--- src/rtl/w_order_scheduler.sv ---
// W-channel scheduler: routes master W bursts onto the slave W FIFO strictly
// in AW acceptance order, using a small queue of {master, len} entries.
module w_order_scheduler #(
    parameter int unsigned masters       = 2,
    parameter int unsigned pending_depth = 8,
    parameter int unsigned LEN_WIDTH     = 4
) (
    input  logic                        ACLK,
    input  logic                        ARESET,
    input  logic                        aw_push,
    input  logic [$clog2(masters)-1:0]  aw_master,
    input  logic [LEN_WIDTH-1:0]        aw_len,
    output logic                        order_full,
    input  logic [masters-1:0]          master_w_valid,
    input  logic [masters-1:0]          master_w_last,
    input  logic                        slave_w_full,
    output logic                        w_push,
    output logic [masters-1:0]          w_pop_master,
    output logic [$clog2(masters)-1:0]  w_src_master,
    output logic                        w_active,
    output logic                        len_error
);

    localparam int unsigned MW = $clog2(masters);
    localparam int unsigned PW = $clog2(pending_depth);
    localparam int unsigned CW = PW + 1;

    typedef enum logic {IDLE, BURST} state_t;

    state_t                 state_q, state_d;
    logic [MW-1:0]          cur_master_q, cur_master_d;
    logic [LEN_WIDTH-1:0]   beat_cnt_q, beat_cnt_d;
    logic [PW-1:0]          wr_ptr_q, rd_ptr_q;
    logic [CW-1:0]          count_q;
    logic [MW-1:0]          q_master_mem [pending_depth];
    logic [LEN_WIDTH-1:0]   q_len_mem    [pending_depth];
    logic                   len_error_q;

    logic q_empty;
    logic push_ok;
    logic pop;
    logic xfer;
    logic last_beat;

    assign q_empty    = (count_q == '0);
    assign order_full = (count_q == CW'(pending_depth));
    assign push_ok    = aw_push & ~order_full & ~ARESET;
    assign last_beat  = (beat_cnt_q == '0);
    // Reset gates the transfer so nothing is pushed or popped in the reset cycle.
    assign xfer       = (state_q == BURST) & master_w_valid[cur_master_q]
                        & ~slave_w_full & ~ARESET;

    // Order queue pointers and occupancy.
    always_ff @(posedge ACLK) begin
        if (ARESET) begin
            wr_ptr_q <= '0;
            rd_ptr_q <= '0;
            count_q  <= '0;
        end else begin
            if (push_ok) wr_ptr_q <= wr_ptr_q + PW'(1);
            if (pop)     rd_ptr_q <= rd_ptr_q + PW'(1);
            case ({push_ok, pop})
                2'b10:   count_q <= count_q + CW'(1);
                2'b01:   count_q <= count_q - CW'(1);
                default: count_q <= count_q;
            endcase
        end
    end

    always_ff @(posedge ACLK) begin
        if (push_ok) begin
            q_master_mem[wr_ptr_q] <= aw_master;
            q_len_mem[wr_ptr_q]    <= aw_len;
        end
    end

    // Scheduler state register.
    always_ff @(posedge ACLK) begin
        if (ARESET) begin
            state_q      <= IDLE;
            cur_master_q <= '0;
            beat_cnt_q   <= '0;
            len_error_q  <= 1'b0;
        end else begin
            state_q      <= state_d;
            cur_master_q <= cur_master_d;
            beat_cnt_q   <= beat_cnt_d;
            len_error_q  <= xfer & (master_w_last[cur_master_q] != last_beat);
        end
    end

    // Next state; the last beat reloads from the queue head without a bubble.
    always_comb begin
        state_d      = state_q;
        cur_master_d = cur_master_q;
        beat_cnt_d   = beat_cnt_q;
        pop          = 1'b0;
        w_push       = 1'b0;
        w_pop_master = '0;
        case (state_q)
            IDLE: begin
                if (!q_empty) begin
                    pop          = 1'b1;
                    cur_master_d = q_master_mem[rd_ptr_q];
                    beat_cnt_d   = q_len_mem[rd_ptr_q];
                    state_d      = BURST;
                end
            end
            BURST: begin
                w_push = xfer;
                if (xfer) begin
                    w_pop_master = masters'(1) << cur_master_q;
                    if (!last_beat) begin
                        beat_cnt_d = beat_cnt_q - LEN_WIDTH'(1);
                    end else if (!q_empty) begin
                        pop          = 1'b1;
                        cur_master_d = q_master_mem[rd_ptr_q];
                        beat_cnt_d   = q_len_mem[rd_ptr_q];
                    end else begin
                        state_d = IDLE;
                    end
                end
            end
            default: state_d = IDLE;
        endcase
    end

    assign w_src_master = cur_master_q;
    assign w_active     = (state_q == BURST);
    assign len_error    = len_error_q;

endmodule

--- config.mk ---
export PLATFORM = sky130hd
export DESIGN_NAME = w_order_scheduler
export DESIGN_NICKNAME = d
export VERILOG_FILES = /design/src/rtl/w_order_scheduler.sv
export SDC_FILE = /design/constraint.sdc
export NUM_CORES = 1
export LEC_CHECK = 0
export CORE_ASPECT_RATIO = 0.6
export CORE_MARGIN = 3
export CORE_UTILIZATION = 62
export CTS_CLUSTER_DIAMETER = 40
export DETAILED_ROUTE_END_ITERATION = 6
export GPL_ROUTABILITY_DRIVEN = 0
export PLACE_DENSITY = 0.84
export REMOVE_ABC_BUFFERS = 1
export SLEW_MARGIN = 20
export SYNTH_ARGS = -nofsm -noshare
export SYNTH_HDL_FRONTEND = slang
export SYNTH_SLANG_ARGS = --single-unit
export TNS_END_PERCENT = 10
--- constraint.sdc ---
create_clock -name ACLK -period 8 [get_ports ACLK]
set_clock_uncertainty 0.05 [all_clocks]
set_input_delay 2.4 -clock ACLK [delete_from_list [all_inputs] [get_ports ACLK]]
set_output_delay 2.4 -clock ACLK [all_outputs]
set_load 0.005 [all_outputs]
* After elaboration in Yosys (flattened, before gate mapping)
Memory sizes are Yosys's and may differ from the RTL's. A register that Yosys moved wholly into a read port is not among the register bits. Index checks and enable logic that the tools add are counted.
Storage, ports and cells: register bits after elaboration 17, memory bits (writable) 40, input port bits 13, output and inout bits 7, logic and storage cells 65, memories kept 2
Operators by class: add/subtract/negate cells 5, order comparisons 1, equality and inequality tests 6, shift operators 1, muxes and demuxes 29, bitwise operators 10, reductions and logical operators 4
Memories:
- q_len_mem | words 8, width 4, read ports 1, clocked after memory_dff 1, wr ports 1, RTL line 36 | logic [LEN_WIDTH-1:0] q_len_mem [pending_depth];
- q_master_mem | words 8, width 1, read ports 1, clocked after memory_dff 1, wr ports 1, RTL line 35 | logic [MW-1:0] q_master_mem [pending_depth];
Operators with widths (number):
- one-hot mux 4 bit (2 select lines) | 2
- two-way mux 1 bit | 15
- two-way mux 3 bit | 4
- two-way mux 4 bit | 3
- zero test 4 bit | 2
- subtractor 4 x 1 -> 4 bit (second input constant) | 2
- adder 3 x 1 -> 3 bit (second input constant) | 2
- AND 1 bit | 6
- one-hot mux 1 bit (2 select lines) | 3
- adder 4 x 1 -> 4 bit (second input constant) | 1
- equality test 4 bit (second input constant) | 1
- two-way mux 2 bit | 2
- inequality test 2 x 1 -> 1 bit (second input constant) | 2
- inverter 1 bit | 4
- equality test 2 x 1 -> 1 bit (second input constant) | 1
- equality test 2 bit (second input constant) | 1
- less-than comparator 1 x 2 -> 1 bit (second input constant) | 1
- AND reduction 2 bit | 1
- nonzero test 2 bit | 1
- left shift 1 x 1 -> 2 bit (first input constant) | 1
- inequality test 1 bit | 1

* Longest topological paths before layout
Gate-level depths: netlist of run 1.
depth in word-level cells 9, mapped depth 13

* Worst setup path after synthesis of run 1
Ideal clock, no wire load.
path kind input-to-output, start point input ARESET, end point output w_pop_master[0], arrival time 2.946 ns, data required time 5.550 ns, slack 2.604 ns, stages 3, cells stage by stage nor2_1 > and2_1 > and3b_1
On the way: word-level cells in the longest chain between the ends 4
RTL lines:
- from (decl) | RTL line 9 | input logic ARESET,
- inverter 1 bit | RTL line 51 | & ~slave_w_full & ~ARESET;
- AND 1 bit | RTL line 51
- two-way mux 2 bit | RTL line 111 | if (xfer) begin
- two-way mux 2 bit | RTL line 100 | case (state_q)
- to (decl) | RTL line 18 | output logic [masters-1:0] w_pop_master,
Every way passes these cells.

* Worst setup path in the final report of run 1
Same ends and word-level chain as after synthesis.

==> results of run 1 <==
-- worst max-delay path: stages --
cell and delay [ns]:
clkdlybuf4s50_1 0.40, buf_4 0.22, nor2_1 0.32, and2_1 0.21
and3b_1 0.18, clkdlybuf4s50_1 0.50
-- final timing paths --
path              slack, ns  cells past startpoint                    endpoint
setup / recovery       1.30                      6             w_pop_master[0]
hold / removal         0.49                      2  beat_cnt_q[0]$_SDFFE_PP0P_
setup reg to reg       4.91                     12     count_q[2]$_SDFFE_PP0P_
hold reg to reg        0.49                      2  beat_cnt_q[0]$_SDFFE_PP0P_
-- power by group through the flow --
stage | registers, mW | clock network (mW) | logic (mW)
6_report | 0.406 | 0.323 | 0.318
5_1_grt | 0.413 | 0.342 | 0.350
4_1_cts | 0.406 | 0.329 | 0.313
3_5_place_dp | 0.411 | 0 | 0.308
3_3_place_gp | 0.408 | 0 | 0.287
2_1_floorplan | 0.399 | 0 | 0.226
-- flip-flops by register name, indices dropped and copies added, names as in the netlist, named ones only --
register	flops
count_q	4
wr_ptr_q	3
w_active	1
q_len_mem	32
beat_cnt_q	4
rd_ptr_q	3
w_src_master	1
len_error	1
q_master_mem	8
-- per-stage QoR --
stage          instances  cell area [µm²]  hold WS, ns
6_report             275             3100        0.489
5_1_grt              275             3100        0.501
4_1_cts              275             3100        0.482
3_5_place_dp         259             2860        0.460
3_3_place_gp         259             2860        0.439
2_1_floorplan        182             2590        0.414
-- logic make-up (layout without fill, tap and decap cells) --
kind of cell	count (synthesis)	after routing	share of synthesized area (%)
DFF	60	60	60.6
and+or+nand+nor	53	53	11.6
AOI/OAI and AO/OA	36	36	9.14
muxes	17	17	11.3
buffers and inverters	13	40	2.41
adders and majority gates	7	7	3.31
xor gates and xnor gates	5	5	1.66
-- per-layer routing --
| layer | GRT usage, % | vias to the layer above |
|---|---|---|
| li1 | - | 783 |
| met1 | 30.5 | 833 |
| met2 | 39.2 | 69 |
| met3 | 7.36 | 17 |
| met4 | 12.0 | 0 |
| met5 | 0 | - |
-- area by class of cell --
class	instances	area [µm²]	share of cell area (%)
clock buffer	10	128	4.11
clock inverter	6	113	3.63
inverter	4	15.0	0.484
multi-input combinational	118	977	31.5
sequential	60	1600	51.6
tap	57	71.3	2.30
timing repair buffer	20	198	6.37
-- cells in the mapped netlist (all sizes together) (4+ instances only) --
cell,instances,area [µm²]
edfxtp,40,1200
dfxtp,20,400
nor2,14,52.6
a21oi,13,65.1
mux4,10,225
ha,7,87.6
o21ai,6,30.0
and3,5,32.5
buf,5,30.0
nand3,5,25.0
xor2,5,43.8
clkbuf,4,18.8
inv,4,15.0
mux2i,4,40.0
nand2b,4,25.0
==> flow_summary.ini, run 1 <==
[synth]
synthFlopType = edfxtp_1
syn_inst = 191
ys_types = 46
ys_seq_area_share_pct = 60.6
syn_area_per_cell_um2 = 13.8
ys.warnings.count = 0
netlist_area_um2 = 2640
synth-async-reset-ratio_pct = 0
ys_ff_latch = 60
synth_enable_flop_cells = 40

[critical_path]
worstPathRequired_ns = 5.55
critPathCaptureType = output pin
cp-start-kind = primary input
worstPathArrival_ns = 4.25
crit_fanout = 24
crit_type = primary input to output pin
reg2reg_from = beat_cnt_q[0]$_SDFFE_PP0P_
cp-startpoint = ARESET

[floorplanning]
die_h_um = 56.6
core.rowCount = 17
io_pins = 20
die_w_um = 90.3
die_area_um2 = 5110
core_um2 = 3870
initial_core_util_pct = 68.3

[placed_design]
port_buffers = 19
post-place-ws_ns = 1.35
dp_hpwl_mm = 3.72

[grt]
grt_pass1_vias = 1732
grt_overflow = 0
grt_max_degree = 25
grt_usage_pct = 24.4
antenna_found_initial = 0
grt_pass1_wl_mm = 9.01

[detailed_routing]
routed_wl_mm = 5.62
drt-vias-per-instance = 6.19
drt-pass1-iter-count = 5
drc_errors = 0
ant_nets = 0
vias = 1702
top_layer = met4
wl_met1_mm = 2.21
met2WireLength_mm = 2.80
first_iter_violations = 123
wl_met3_um = 478
wl_per_cell_um = 20.4

[final_layout]
drive_gt1_share_pct = 17.4
num-nets-final = 233
n_fill_cell = 216
layout_common_cells = 40 x edfxtp_1, 20 x dfxtp_1, 19 x clkdlybuf4s50_1, 14 x nor2_1, 13 x a21oi_1
syn2layout_area_growth_pct = 17.4
postLayoutCoreUtil_pct = 80.2
n_antenna_cell = 0
final_common_cell = edfxtp_1

[power_and_ir_drop]
power.share.switching_pct = 31.5
p_seq_share_pct = 38.8
p_per_area_nw_per_um2 = 338
cellLeakagePower_nw = 1.07
p_int_mw = 0.717
clockPowerShare_pct = 30.9
switchingPower_mw = 0.330
power_mw = 1.05
ir_worst_vdd_uv = 159
comb_power_share_pct = 30.4

[cts]
cts_max_path_buffers = 2
ctsHoldBuffers = 0
cts.clk_slew.worst_paths_ns = 0.07
h-tree-depth = 3
post-cts-setup-buffer-count = 0
cts_buffers = 9
cts-root-buf = clkbuf_8
cts_tree = yes
clk_latency_ns = 0.34
numClockSinks = 60
cts.repair.resized = 0

[timing]
min_period_ns = 6.70
fin_setup_tns_ns = 0
max_freq_mhz = 149
setup_slack_ns = 1.30
slew_viol_final = 0
finalHoldViolations = 0
grt_setup_unrepaired = false
tightest_slew_ns = 0.916
setup_violations = 0
final.period_utilization_pct = 83.7
maxSlewHeadroom_pct = 38.5

[min_path]
hp-class = register to register
hp-start = beat_cnt_q[0]$_SDFFE_PP0P_

[outcome]
outcome = completed

[run]
maxCapViolations = 0
Power figures use the tool's default switching activity.
==> run 2, diff against run 1 <==
--- a/config.mk
+++ b/config.mk
@@ -7,11 +7,11 @@
 export LEC_CHECK = 0
 export CORE_ASPECT_RATIO = 0.6
 export CORE_MARGIN = 3
-export CORE_UTILIZATION = 62
+export CORE_UTILIZATION = 52
 export CTS_CLUSTER_DIAMETER = 40
 export DETAILED_ROUTE_END_ITERATION = 6
 export GPL_ROUTABILITY_DRIVEN = 0
-export PLACE_DENSITY = 0.84
+export PLACE_DENSITY = 0.75
 export REMOVE_ABC_BUFFERS = 1
 export SLEW_MARGIN = 20
 export SYNTH_ARGS = -nofsm -noshare
==> constraint.sdc (replaced) <==
create_clock -name ACLK -period 6.1 [get_ports ACLK]
set_clock_uncertainty 0.05 [all_clocks]
set_input_delay 1.83 -clock ACLK [delete_from_list [all_inputs] [get_ports ACLK]]
set_output_delay 1.83 -clock ACLK [all_outputs]
set_load 0.005 [all_outputs]
==> run 2 against run 1 <==
Compared with the run above: routed wire length down 11%; worst hold slack worse by 0.014 ns; sequential cell count unchanged; critical path type unchanged; largest cell class unchanged; highest routed layer unchanged.
==> flow_summary.ini, run 2 (synthesized netlist as in run 1, its figures left out) <==
[floorplanning]
core.rowCount = 19
core_um2 = 4730
initial_core_util_pct = 55.9
die_h_um = 61.2
die_area_um2 = 6000
io_pins = 20
die_w_um = 98.0

[critical_path]
slowest_delay_ns = 0.49
cp-startpoint = ARESET
critical_path.cell_chain = clkdlybuf4s50_1 -> nor2_1 -> and2_1 -> and3b_1 -> clkdlybuf4s50_1
critPathCaptureType = output pin
worstPathArrival_ns = 3.42
crit_fanout = 5
crit_path_top_delay_cell = clkdlybuf4s50_1
critPathBufInv = 2
reg2reg_from = beat_cnt_q[0]$_SDFFE_PP0P_
rr_worst_depth = 12
rrSetupSlack_ns = 3.16
cpMostUsedCell = clkdlybuf4s50_1
crit_type = primary input to output pin
worstPathRequired_ns = 4.22
r2r_end = count_q[2]$_SDFFE_PP0P_
cp-start-kind = primary input
crit_family = buffers and inverters

[min_path]
hp-start = rd_ptr_q[1]$_SDFFE_PP0N_
hold_end = rd_ptr_q[1]$_SDFFE_PP0N_
min_path_cells = 2
hp-class = register to register

[final_layout]
design_area_um2 = 3060
num-nets-final = 233
n_antenna_cell = 0
syn2layout_area_growth_pct = 16.0
postLayoutCoreUtil_pct = 64.8
regMostFlops = q_len_mem
final_common_cell = edfxtp_1
biggestRegsByFlops = q_len_mem (32), q_master_mem (8)
drive_gt1_share_pct = 17.0
largest_reg_flops = 32
stdcell_count = 281
layout_common_cells = 40 x edfxtp_1, 20 x dfxtp_1, 19 x clkdlybuf4s50_1, 14 x nor2_1, 13 x a21oi_1

[detailed_routing]
wl_per_cell_um = 17.8
drt-pass1-iter-count = 4
first_iter_violations = 113
ant_nets = 0
vias = 1656
drc_errors = 0
routed_wl_mm = 5.00
drt-vias-per-instance = 5.89

[grt]
grt_overflow = 0
grt_usage_pct = 18.8
grt_pass1_wl_mm = 8.20
grt_pass1_vias = 1675
grt_max_degree = 24
antenna_found_initial = 0

[timing]
hold_ws_ns = 0.475
slew_viol_final = 0
min_period_ns = 5.30
grt_setup_unrepaired = false
max_freq_mhz = 189
setup_violations = 0
tightest_slew_ns = 0.984
fin_setup_tns_ns = 0
final.period_utilization_pct = 86.8
maxSlewHeadroom_pct = 33.9
finalHoldViolations = 0

[power_and_ir_drop]
ir_worst_vdd_uv = 217
cellLeakagePower_nw = 1.04
p_per_area_nw_per_um2 = 414

[placed_design]
place_inst = 265
port_buffers = 19
placed_area_um2 = 2870
dp_hpwl_mm = 3.40

[cts]
cts.repair.resized = 0
h-tree-depth = 3
cts_tree = yes
ctsHoldBuffers = 0
cts.clk_slew.worst_paths_ns = 0.07
cts-root-buf = clkbuf_8
post-cts-setup-buffer-count = 0
cts_buffers = 9
numClockSinks = 60
cts_max_path_buffers = 2
clk_latency_ns = 0.34

[outcome]
outcome = completed

[run]
maxCapViolations = 0
==> run 2: worst max-delay path by stage <==
stage	end	slack, ns	depth (start not counted)
6_report	w_pop_master[0]	0.80	5
5_1_grt	w_pop_master[1]	0.71	5
4_1_cts	w_pop_master[1]	0.79	5
3_5_place_dp	w_pop_master[1]	0.81	5
3_3_place_gp	w_pop_master[0]	0.82	5
2_1_floorplan	w_pop_master[0]	1.84	3
==> run 2: power breakdown <==
group / switching [mW] / leakage [nW] / total (mW) / internal (mW)
Clock: 0.156 / 0.0897 / 0.346 / 0.190
Sequential: 0.0535 / 0.525 / 0.528 / 0.474
Combinational: 0.200 / 0.427 / 0.394 / 0.193
Total: 0.410 / 1.04 / 1.27 / 0.858
==> run 2: tightest hold or removal path, stage by stage (launching register included) <==
cell and delay [ns]:
dfxtp_1 0.31, o21ai_0 0.08, a21oi_1 0.08
==> run 2: per-stage QoR <==
step           setup WS, ns  total power [mW]
3_5_place_dp          0.806             0.928
6_report              0.803              1.27
4_1_cts               0.795              1.27
5_1_grt               0.708              1.35
2_1_floorplan          1.84             0.819
3_3_place_gp          0.818             0.908
==> run 2: per-layer routing <==
layer	part of all wire, %	routed length, µm	vias up	track usage, %
met5	0	0	-	0
met1	44	2210	805	23.3
met4	1.9	96	0	10.1
li1	-	-	783	-
met3	6.7	336	11	7.47
met2	47	2350	57	29.2
==> run 2: layout make-up <==
cell class                      count  area (µm²)
Timing Repair Buffer               20         198
Inverter                            4        15.0
Sequential cell                    60        1600
Tap cell                           63        78.8
Fill cell                         340        1670
Clock buffer                       11         131
Multi-Input combinational cell    118         977
Clock inverter                      5        62.6
==> run 3, diff against run 2 <==
--- a/config.mk
+++ b/config.mk
@@ -12,8 +12,6 @@
 export DETAILED_ROUTE_END_ITERATION = 6
 export GPL_ROUTABILITY_DRIVEN = 0
 export PLACE_DENSITY = 0.75
-export REMOVE_ABC_BUFFERS = 1
-export SLEW_MARGIN = 20
 export SYNTH_ARGS = -nofsm -noshare
 export SYNTH_HDL_FRONTEND = slang
 export SYNTH_SLANG_ARGS = --single-unit
==> run 3 against run 2 <==
Compared with the run above: setup slack worse by 0.012 ns; sequential share of layout area up 0.37 points; core utilization down 0.45 points; sequential cell count unchanged; combinational power up 4%; design area down 0.69%; die area unchanged; clock power down 11%; non-clock buffer count unchanged; routed wire length up 2.5%; cell count unchanged.
==> flow_summary.ini, run 3 (synthesized netlist as in run 1, its figures left out) <==
[cts]
ctsHoldBuffers = 0
cts_max_path_buffers = 2
cts-root-buf = clkbuf_8
post-cts-setup-buffer-count = 0
cts.repair.resized = 0
clk_latency_ns = 0.32
h-tree-depth = 3
cts_buffers = 9
cts_tree = yes
cts.clk_slew.worst_paths_ns = 0.06
numClockSinks = 60

[placed_design]
port_buffers = 19
dp_hpwl_mm = 3.83

[detailed_routing]
wl_per_cell_um = 18.2
first_iter_violations = 158
drc_errors = 0
vias = 1635
ant_nets = 0
drt-pass1-iter-count = 4
routed_wl_mm = 5.12
drt-vias-per-instance = 5.82

[timing]
tightest_slew_ns = 1.06
fin_setup_tns_ns = 0
finalHoldViolations = 0
slew_viol_final = 0
final.period_utilization_pct = 87.0
max_freq_mhz = 188
setup_violations = 0
maxSlewHeadroom_pct = 29.0
grt_setup_unrepaired = false
min_period_ns = 5.31

[critical_path]
critPathBufInv = 2
cp-start-kind = primary input
cpMostUsedCell = clkdlybuf4s50_1
rr_worst_depth = 12
worstPathArrival_ns = 3.43
slowest_delay_ns = 0.52
critPathCaptureType = output pin
critical_path.cell_chain = clkdlybuf4s50_1 -> nor2_1 -> and2_1 -> and3b_1 -> clkdlybuf4s50_1
crit_fanout = 5
crit_family = buffers and inverters
crit_path_top_delay_cell = clkdlybuf4s50_1
cp.depth = 5
crit_type = primary input to output pin
worstPathRequired_ns = 4.22

[final_layout]
multi_input_area_um2 = 977
num-nets-final = 233
syn2layout_area_growth_pct = 15.2
biggestRegsByFlops = q_len_mem (32), q_master_mem (8)
n_fill_cell = 353
largest_reg_flops = 32
regMostFlops = q_len_mem
n_antenna_cell = 0
drive_gt1_share_pct = 16.5
layout_common_cells = 40 x edfxtp_1, 20 x dfxtp_1, 19 x clkdlybuf4s50_1, 14 x nor2_1, 13 x a21oi_1
regArea_um2 = 1600
final_common_cell = edfxtp_1

[power_and_ir_drop]
p_per_area_nw_per_um2 = 410
cellLeakagePower_nw = 1.04
ir_worst_vdd_uv = 254
power_mw = 1.25

[min_path]
min_path_cells = 2
hp-class = register to register

[floorplanning]
io_pins = 20
core_um2 = 4730
die_h_um = 61.2
die_w_um = 98.0
core.rowCount = 19
initial_core_util_pct = 55.9
die_area_um2 = 6000

[grt]
grt_pass1_wl_mm = 8.20
grt_pass1_vias = 1602
grt_overflow = 0
grt_max_degree = 24
grt_usage_pct = 18.8
antenna_found_initial = 0

[synth]
syn_nets = 211

[outcome]
outcome = completed

[run]
maxCapViolations = 0
[run 3: cell types whose count changed in the layout (fill, tap and decap cells not counted)]
cell / before / now
clkinv_4: 2 / 0
clkbuf_8: 9 / 11
clkinv_2: 0 / 2
clkinvlp_4: 2 / 0
clkbuf_1: 2 / 3
bufinv_16: 1 / 0
[run 3: path summary, 6_finish.rpt]
path                                                  from                  endpoint  slack [ns]
worst max-delay path                                ARESET           w_pop_master[0]        0.79
worst min-delay path              wr_ptr_q[0]$_SDFFE_PP0P_  wr_ptr_q[0]$_SDFFE_PP0P_        0.47
worst max register to register  beat_cnt_q[0]$_SDFFE_PP0P_   count_q[2]$_SDFFE_PP0P_        3.06
worst min register to register    wr_ptr_q[0]$_SDFFE_PP0P_  wr_ptr_q[0]$_SDFFE_PP0P_        0.47
[run 3: metrics by stage]
stage	hold WS [ns]	instance area [µm²]	utilization [%]	cells	worst slack [ns]
floorplan	0.422	2640	-	191	1.84
global placement	0.435	2870	60.7	265	0.889
detailed placement	0.461	2870	60.7	265	0.798
CTS	0.476	3040	64.3	281	0.791
global route	0.496	3040	64.3	281	0.713
finish	0.473	3040	64.3	281	0.791
[run 3: final cells by class]
type / instances / area share [%]
Multi-Input combinational cell: 118 / 32.1
Timing Repair Buffer: 20 / 6.50
Tap cell: 63 / 2.59
Sequential cell: 60 / 52.6
Clock inverter: 2 / 0.329
Inverter: 4 / 0.493
Clock buffer: 14 / 5.35
[run 3: power breakdown]
group	total [mW]	switching, mW	internal [mW]
logic	0.409	0.215	0.194
clock network	0.307	0.138	0.169
registers	0.531	0.0563	0.474
[run 3: worst reg2reg max path, stage by stage (launching register included)]
cell and delay [ns]:
dfxtp_1 0.33, inv_1 0.11, ha_1 0.16, or3b_1 0.46
a21o_1 0.30, nor2_1 0.26, ha_1 0.29, xor2_1 0.19
ha_1 0.16, a21oi_1 0.05, xor2_1 0.16, or3_1 0.31
a21oi_1 0.14
[run 3: routing by layer]
layer	routed length [µm]	vias up	track usage [%]
met2	2440	40	30.1
met1	2300	810	24.9
li1	-	781	-
met5	0	-	0
met3	346	4	6.22
met4	34	0	6.31
